## src/rtl/cpu_dpi_arbiter.sv

```systemverilog
// Round-robin, burst-bounded merge of N_SRC valid/ready streams into one registered output.
// Optional per-source beat counters: define CPU_DPI_ARBITER_STATS_EN.
module cpu_dpi_arbiter #(
  parameter int N_SRC     = 4,
  parameter int DATA_W    = 64,
  parameter int MAX_BURST = 4,
  localparam int IDX_W    = (N_SRC > 1) ? $clog2(N_SRC) : 1
) (
  input  logic                    clk,
  input  logic                    rst,
  input  logic [N_SRC-1:0]        src_vld,
  output logic [N_SRC-1:0]        src_rdy,
  input  logic [N_SRC*DATA_W-1:0] src_data,
  output logic                    out_vld,
  input  logic                    out_rdy,
  output logic [DATA_W-1:0]       out_data,
  output logic [IDX_W-1:0]        out_src
`ifdef CPU_DPI_ARBITER_STATS_EN
  ,
  output logic [N_SRC*32-1:0]     beat_cnt
`endif
);

  localparam int CNT_W = $clog2(MAX_BURST + 1);

  typedef enum logic [0:0] {
    IDLE  = 1'b0,
    BURST = 1'b1
  } state_t;

  state_t              r_state;
  logic                r_out_vld;
  logic [DATA_W-1:0]   r_out_data;
  logic [IDX_W-1:0]    r_out_src;
  logic [IDX_W-1:0]    r_owner;
  logic [CNT_W-1:0]    r_burst_cnt;

  logic                w_load;
  logic                w_cont;
  logic                w_has_win;
  logic                w_grant;
  logic [IDX_W-1:0]    w_win;
  logic [IDX_W-1:0]    w_idx;
  logic [DATA_W-1:0]   w_data;

  // Winner selection: continue the burst, else nearest valid source after owner (owner last).
  always_comb begin
    w_load    = ~r_out_vld | out_rdy;
    w_cont    = (r_state == BURST) && src_vld[r_owner] && (r_burst_cnt < CNT_W'(MAX_BURST));
    w_win     = r_owner;
    w_has_win = 1'b0;
    w_idx     = '0;
    if (w_cont) begin
      w_win     = r_owner;
      w_has_win = 1'b1;
    end else begin
      // Walk from the farthest candidate inward so the nearest valid one is kept.
      for (int k = N_SRC; k >= 1; k--) begin
        w_idx = IDX_W'((int'(r_owner) + k) % N_SRC);
        if (src_vld[w_idx]) begin
          w_win     = w_idx;
          w_has_win = 1'b1;
        end else begin
          w_has_win = w_has_win;
        end
      end
    end
  end

  assign w_grant = w_load & w_has_win & ~rst;

  // Payload mux and one-hot ready for the granted source.
  always_comb begin
    w_data  = '0;
    src_rdy = '0;
    for (int i = 0; i < N_SRC; i++) begin
      if (IDX_W'(i) == w_win) begin
        w_data     = src_data[i*DATA_W +: DATA_W];
        src_rdy[i] = w_grant;
      end else begin
        src_rdy[i] = 1'b0;
      end
    end
  end

  // Output register, burst tracking and IDLE/BURST state.
  always_ff @(posedge clk or posedge rst) begin
    if (rst) begin
      r_state     <= IDLE;
      r_out_vld   <= 1'b0;
      r_out_data  <= '0;
      r_out_src   <= '0;
      r_owner     <= IDX_W'(N_SRC - 1);
      r_burst_cnt <= '0;
    end else if (w_load) begin
      case (w_has_win)
        1'b1: begin
          r_out_vld  <= 1'b1;
          r_out_data <= w_data;
          r_out_src  <= w_win;
          r_state    <= BURST;
          if (w_cont) begin
            r_burst_cnt <= r_burst_cnt + CNT_W'(1);
          end else begin
            r_owner     <= w_win;
            r_burst_cnt <= CNT_W'(1);
          end
        end
        default: begin
          r_out_vld   <= 1'b0;
          r_state     <= IDLE;
          r_burst_cnt <= '0;
        end
      endcase
    end
  end

  assign out_vld  = r_out_vld;
  assign out_data = r_out_data;
  assign out_src  = r_out_src;

`ifdef CPU_DPI_ARBITER_STATS_EN
  logic [31:0] r_beat_cnt [N_SRC];

  // Per-source accepted-beat counters, wrapping at 2^32.
  always_ff @(posedge clk or posedge rst) begin
    if (rst) begin
      for (int i = 0; i < N_SRC; i++) r_beat_cnt[i] <= 32'd0;
    end else if (w_grant) begin
      r_beat_cnt[w_win] <= r_beat_cnt[w_win] + 32'd1;
    end
  end

  for (genvar g = 0; g < N_SRC; g++) begin : g_stats
    assign beat_cnt[g*32 +: 32] = r_beat_cnt[g];
  end
`else
  // No counters in this build.
`endif

endmodule

```

## config.mk

```make
export PLATFORM = sky130hd
export DESIGN_NAME = cpu_dpi_arbiter
export DESIGN_NICKNAME = d
export VERILOG_FILES = /design/src/rtl/cpu_dpi_arbiter.sv
export SDC_FILE = /design/constraint.sdc
export NUM_CORES = 1
export LEC_CHECK = 0
export ABC_AREA = 1
export ABC_CLOCK_PERIOD_IN_PS = 3300
export BUFFER_PORTS_ARGS = -buffer_cell sky130_fd_sc_hd__buf_2
export CAP_MARGIN = 20
export CELL_PAD_IN_SITES_DETAIL_PLACEMENT = 1
export CELL_PAD_IN_SITES_GLOBAL_PLACEMENT = 1
export CORE_MARGIN = 3
export CORE_UTILIZATION = 28
export DETAILED_ROUTE_END_ITERATION = 10
export HOLD_SLACK_MARGIN = 0.12
export PLACE_DENSITY = 0.79
export SYNTH_ARGS = -nofsm -noshare
export SYNTH_HDL_FRONTEND = slang
export SYNTH_SLANG_ARGS = --single-unit
```

## constraint.sdc

```tcl
create_clock -name clk -period 3.3 [get_ports clk]
set_clock_uncertainty 0.1 [all_clocks]
set_input_delay 0.33 -clock clk [delete_from_list [all_inputs] [get_ports clk]]
set_output_delay 0.33 -clock clk [all_outputs]
set_load 0.02 [all_outputs]
```

==> results.md, run 1 <==
* Status: completed
* Clock-pin transition on the worst setup and hold timing paths at 0.06 ns
* RSZ-0062 raised after global routing: false
* Initial antenna violation count at 1
* CTS tree: yes
* Syn_area_per_cell at roughly 6.3 sq um
* Mapped Cells at 869
* Syn Nets at 1133
* Slowest CP cell: dfstp_2
* Crit Path Category: reg -> out
* Hold Path Class: in -> reg
* Core area at 18900 sq um
* Fin crit period at ~3 ns
* CTS Sinks at 72
* Fin. max-slew vios at 0
* Period utilisation layout at 92.9%
* DR WL/cell at 16.3 um
* Largest net degree at the start of global routing at between 70 and 80
* Remaining antenna violation count after routing at 0
* Post-CTS setup buffer count at 0
* DRT Pass-1 Iters at 4
* Die footprint at roughly 21000 sq um
* Hold Vio Cnt, Final at 0
* Slew at the pin with the worst max-slew slack at 0.807 ns
* Post-Synth Simple-Gate Area at 38.0%
* Remaining Overflow, GRT at 0
* CP max stage delay at 0.67 ns
* Fmax at between 300 and 400 MHz
* Vias at 6806
* Combinational family with the most area after synthesis: simple AND/OR/NAND/NOR gates
* Avg Vias per Cell at around 4.7
* Starting density of the core at between 20 and 30%
* Most frequent cell on the critical path: nand2_1
* Num ports at between 300 and 400
* Area Overhead vs Synth at 39.0%
* DRC at 0
* Synth top area cells: dfrtp_1, nand2_1, nand3_1
* CTS Root Cell: clkbuf_16
* FF-to-FF setup slack at 0.50 ns
* Seq/Total Area, Yosys at approximately a third
* Buffers from clock root to sink, at most at 2
* Cell taking the most area after synthesis: dfrtp_1
* Number of port buffers at 333
* Top-area cell type share of the netlist area at between 30% and 40%
* Post-synthesis mux area share at 0%
* Final setup vio count at 0
* Setup WS pre-CTS at 0.469 ns
* Num CTS Buffers at 9
* Synthesized-area fraction occupied by adder cells at less than 1%
* Total of warnings raised by yosys at 0
* Nets at 1438
* Clock Latency Late Sink at between 0.3 and 0.4 ns
* Synthesized flop and latch total at 72
* CP endpoint kind: output pin
* Layout cells sized above 1 at 36.3%
* DRT iter0 DRCs at 219
* HPWL Detailed at approximately 18000 um
* Vias in the first global route at 6943
* Die X at 145 um
* Antenna cells at 0
* Xor-xnor portion of the synthesized cell area at 0%
* H-tree depth at 3
* Crit-path cells: inv_2 > nand2_1 > nand2_1 > nand2_1 > nand2_1 > nand2_1 > nand2_2 > nand2_2 > nand2_4 > nand2_4 > nand2_4 > nor2_1 > buf_2
* Leak at 4.51 nW
* Post-synthesis compound-gate area fraction at 13.1%
* Worst slew margin at 46.2%
* Pwr dens at 1390 nW/um^2
* Post-Syn Area at 5440 sq um
* Final worst slack at 0.233 ns
* Global-route usage over all layers at 21.4%
* CP max FO at 20
* DIE HEIGHT at roughly 150 um
* Synth unique cells at 24
* CP required at 2.87 ns
* VDD IR max at just under 0.0006 V
* GP Congestion at about 0.8
* Post-route setup TNS at 0 ns
* Critical Path AT at 2.64 ns
* Max-cap violations at 0
* Startpoint types: register
* Total Routed Length at 23400 um
* Wire length of the first global-routing pass at 36800 um
* Standard-cell rows at 50
cell families (layout without fill, tap and decap cells):
family | count (synthesis) | after routing
simple gates | 480 | 480
fa+ha+maj | 1 | 1
flops | 72 | 72
compound gates | 127 | 127
buf+inv | 189 | 499
worst paths after layout:
path                                     from             end  cells past startpoint
worst max-delay path               r_owner[0]      src_rdy[3]                     13
worst min-delay path            src_data[254]    out_data[62]                      5
max in group asynchronous                 rst      r_owner[1]                      5
min in group asynchronous                 rst  r_burst_cnt[0]                      4
worst min register to register   out_data[41]    out_data[41]                      2
worst max register to register     r_owner[0]    out_data[11]                     16
placed cells by master, fill, tap and decap left out:
master	count
buf_2	333
nand2_1	325
nand3_1	108
inv_1	101
dfrtp_1	70
o21ai_0	63
o21ai_1	37
inv_2	27
nand4_1	24
o21ai_2	20
buf_4	15
nor2_1	10
clkbuf_16	9
a21oi_1	6
clkinv_2	5
nand2_2	3
nand2_4	3
nor3_1	3
buf_12	3
nand3_4	2
clkbuf_1	2
dfstp_2	2
nand3_2	1
nor2_4	1
o21ai_4	1
inv_4	1
ha_1	1
clkbuf_8	1
dlygate4sd3_1	1
buf_6	1
area by class of cell:
cell class	instances	area [sq um]
clock buffer	12	246
clock inverter	4	20.0
fill	2603	11300
inverter	130	492
multi-input combinational	608	2810
sequential	72	1800
tap	260	325
timing repair buffer	353	1860
state kept, by name, summed over array words and instances (netlist names):
name and count:
r_owner 2, out_vld 1, out_src 2, out_data 64
r_burst_cnt 3
power by group:
part / switching, mW / internal (mW) / leakage (nW)
Combinational: 5.48 / 2.45 / 3.50
Clock: 0.382 / 0.525 / 0.136
Sequential: 0.253 / 1.40 / 0.874
Total: 6.12 / 4.37 / 4.51
repair_timing:
item | in CTS | in global routing
endpoints found under the hold margin | 0 | 36
resized for setup | 0 | 3
hold buffers | 0 | 1
setup endpoints to repair | 0 | 4
through the flow:
stage          power (mW)  cell area (sq um)  hold WS [ns]  utilization [%]  cells
6_report             10.5               7550         0.187             40.0   1439
5_1_grt              11.7               7550         0.202             40.0   1439
4_1_cts              10.7               7520         0.180             39.8   1437
3_5_place_dp         9.73               7250         0.359             38.4   1421
3_3_place_gp         9.49               7250         0.357             38.4   1421
2_1_floorplan        7.46               5440         0.354                -    869
cells in the mapped netlist:
library cell,count
clkbuf_1,20
buf_2,21
dfrtp_1,70
nand3_2,1
inv_1,102
nand2_2,3
o21ai_1,37
buf_4,6
dfstp_2,2
nor2_4,1
ha_1,1
buf_1,1
o21ai_0,63
a21oi_1,6
nor2_1,10
nand3_4,2
inv_2,28
nand4_1,24
nand2_4,2
o21ai_2,21
nor3_1,3
buf_6,11
nand3_1,108
nand2_1,326
per-layer routing:
layer | vias up | GRT usage, % | wire, um
li1 | 3336 | - | -
met1 | 3203 | 25.2 | 9670
met2 | 244 | 38.4 | 11600
met3 | 21 | 6.23 | 1760
met4 | 2 | 4.89 | 325
met5 | - | 0 | 17
worst max-delay path: cells and delay by family, from the launching register on:
kind	cells	cell delay (ns)
simple gates	11	1.25
buf+inv	2	0.36
flops	1	0.67
(Power assumes the default switching activity.)
==> inputs of run 2 (changes only) <==
--- a/config.mk
+++ b/config.mk
@@ -6,16 +6,16 @@
 export NUM_CORES = 1
 export LEC_CHECK = 0
 export ABC_AREA = 1
-export ABC_CLOCK_PERIOD_IN_PS = 3300
+export ABC_CLOCK_PERIOD_IN_PS = 2600
 export BUFFER_PORTS_ARGS = -buffer_cell sky130_fd_sc_hd__buf_2
 export CAP_MARGIN = 20
 export CELL_PAD_IN_SITES_DETAIL_PLACEMENT = 1
 export CELL_PAD_IN_SITES_GLOBAL_PLACEMENT = 1
 export CORE_MARGIN = 3
-export CORE_UTILIZATION = 28
+export CORE_UTILIZATION = 26
 export DETAILED_ROUTE_END_ITERATION = 10
 export HOLD_SLACK_MARGIN = 0.12
-export PLACE_DENSITY = 0.79
+export PLACE_DENSITY = 0.77
 export SYNTH_ARGS = -nofsm -noshare
 export SYNTH_HDL_FRONTEND = slang
 export SYNTH_SLANG_ARGS = --single-unit
==> constraint.sdc (replaced) <==
create_clock -name clk -period 2.6 [get_ports clk]
set_clock_uncertainty 0.1 [all_clocks]
set_input_delay 0.26 -clock clk [delete_from_list [all_inputs] [get_ports clk]]
set_output_delay 0.26 -clock clk [all_outputs]
set_load 0.02 [all_outputs]
==> run 2 against run 1 <==
The flow now finishes with violations (setup timing). Largest power group unchanged. Global-route usage barely moved. Cell area up 15%. Critical path depth up 1.
==> results.md, run 2 (same netlist as run 1, synthesis figures left out) <==
* Hold Vio Cnt, Final at 0 (unchanged)
* Fin crit period at 2.63 ns
* CTS Root Cell: clkbuf_16
* Clock-pin transition on the worst setup and hold timing paths at 0.06 ns (about the same)
* Slowest CP cell: dfstp_2
* Largest net degree at the start of global routing at 73 (unchanged)
* DR WL/cell at 17.6 um (+8.3%)
* Worst slew margin at 64.6% (+18 points)
* Number of port buffers at 333 (unchanged)
* CP max FO at 5 (-75%)
* VDD IR max at 0.00101 V (+75%)
* Standard-cell rows at 52 (+4.0%)
* HPWL Detailed at 18200 um (+2.2%)
* Tot Pwr at 16.4 mW (+57%)
* Leak at 5.00 nW (+11%)
* Global-route usage over all layers at 21.4% (about the same)
* Routing usage on met2 at 38.4% (about the same)
* Starting density of the core at 26.7% (-2.1 points)
* Num CTS Buffers at 9 (unchanged)
* Critical Path AT at 2.27 ns (-0.37 ns)
* Sequential cell area at 1800 sq um (unchanged)
* Hold Path Class: in -> reg
* Remaining antenna violation count after routing at 0 (unchanged)
* Vias in the first global route at 7356 (+5.9%)
* Seq pwr share at 12.7% (-3.1 points)
* Crit-path cells: buf_12 > buf_8 > nand2_2 > nand3_2 > nand2_2 > inv_2 > nand2_2 > nand2_4 > nand2_4 > nand2_4 > nand2_8 > buf_6 > nor3_2 > buf_4
* Fin. max-slew vios at 0 (unchanged)
* Busiest grt layer: met2
* H-tree depth at 3 (unchanged)
* Initial antenna violation count at 2 (+1)
* Final worst slack at -0.0271 ns (-0.261 ns)
* Post-route setup TNS at -0.0271 ns (-0.0271 ns)
* CP endpoint kind: output pin
* DRC at 0 (unchanged)
* DIE HEIGHT at 151 um (+3.6%)
* Clock group share of total power at 7.2% (-1.4 points)
* Vias at 7172 (+5.4%)
* Die footprint at 22700 sq um (+7.4%)
* Status: finished, violations left
* Commonest non-fill, non-tap cells in the layout: buf_2, nand2_1, nand3_1, inv_1, dfrtp_1
* Total Routed Length at 26700 um (+14%)
* M1 GR Usage at 25.0% (-0.29 points)
* Die X at 151 um (+3.6%)
* Buffers from clock root to sink, at most at 2 (unchanged)
* Setup WS pre-CTS at 0.0156 ns (-0.453 ns)
* Max-cap violations at 0 (unchanged)
* Commonest non-fill, non-tap cell in the layout: buf_2
* Cell Int Power at 7.52 mW (+72%)
* Pwr dens at 1890 nW/um^2 (+36%)
* Area Overhead vs Synth at 59.8%
* Final setup vio count at 1 (+1)
* DRT Pass-1 Iters at 4 (unchanged)
* Nets at 1503 (+4.5%)
* # fillers at 2747 (+5.5%)
* RSZ-0062 raised after global routing: true
* Period utilisation layout at 101%
* CTS tree: yes
* Crit Path Category: reg -> out
* Avg Vias per Cell at 4.74 (+0.16%)
* Wire length of the first global-routing pass at 37900 um (+3.0%)
* Comb pwr share at 80.0% (+4.4 points)
* Grt met3 use at 4.91% (-1.3 points)
* Worst Path Buf+Inv at 5 (+3)
* Remaining Overflow, GRT at 0 (unchanged)
* CTS Sinks at 72 (unchanged)
* Core area at 20400 sq um (+7.8%)
* Failing checks: setup timing
* Crit-path leading delay family: simple AND/OR/NAND/NOR gates
* CP max stage delay at 0.56 ns (-0.11 ns)
* GP Congestion at 0.835 (+4.3%)
* Switch Pwr at 8.91 mW (+46%)
* Final instance area at 8690 sq um (+15%)
* Fmax at 381 MHz
* Multi-input logic area at 3040 sq um (+8.5%)
* CP required at 2.24 ns (-0.63 ns)
* Slew at the pin with the worst max-slew slack at 0.530 ns (-0.277 ns)
* Antenna cells at 0 (unchanged)
* Layout cells sized above 1 at 40.9% (+4.6 points)
* DP Area at 7430 sq um (+2.5%)
* Worst hold slack at 0.131 ns (-0.0558 ns)
* Startpoint types: register
* DRT iter0 DRCs at 189 (-14%)
* Num ports at 334 (unchanged)
* Switching share of power at 54.2% (-4.1 points)
* Max reg flops at 64 (unchanged)
* Clock Latency Late Sink at 0.34 ns (about the same)
-- run 2: metal layers --
layer / up-vias / wire (um)
met2: 277 / 13200
li1: 3472 / -
met1: 3384 / 10900
met5: - / 34
met4: 4 / 620
met3: 35 / 1950
-- run 2: metrics by stage --
step / instances / utilization [%]
6_report: 1514 / 42.7
3_5_place_dp: 1438 / 36.5
4_1_cts: 1490 / 39.9
3_3_place_gp: 1438 / 36.5
2_1_floorplan: 869 / -
5_1_grt: 1514 / 42.7
-- run 2: power groups by stage --
| stage | logic (mW) | clock network (mW) | registers [mW] |
|---|---|---|---|
| after floorplan | 6.76 | 0 | 2.71 |
| after global placement | 10.5 | 0 | 2.11 |
| after detailed placement | 10.8 | 0 | 2.13 |
| after CTS | 11.3 | 1.23 | 2.13 |
| after global routing | 14.5 | 1.28 | 2.16 |
| final | 13.2 | 1.19 | 2.10 |
-- run 2: what timing repair did --
item,4_1_cts,5_1_grt
gates cloned,1,6
hold endpoints to repair,23,27
resized for setup,15,80
setup buffers,12,17
setup endpoints to repair,4,68
hold buffers,24,1
pin swaps,7,21
-- run 2: worst paths after layout --
kind	start	end	slack (ns)	depth (start not counted)
max in group asynchronous	rst	r_owner[1]	1.08	5
max reg2reg	r_owner[0]	out_data[33]	0.05	19
min reg2reg	out_data[60]	out_data[60]	0.37	2
min	src_data[229]	out_data[37]	0.13	5
min in group asynchronous	rst	out_data[28]	0.66	4
max	r_owner[0]	src_rdy[0]	-0.03	14
-- run 2: cell type report --
cell class	instances	share of cell area, %
multi-input cells	608	35.0
repair buffers	417	31.3
flip-flops and latches	72	20.8
inverters	130	5.80
well taps	270	3.89
clock buffers	15	3.08
repair inverters	1	0.0720
clock inverters	1	0.0576
-- run 2: tightest hold or removal path, delay by kind of cell --
family	cells	cell delay, ns
simple gates	2	0.08
compound gates	1	0.07
buf+inv	2	0.12
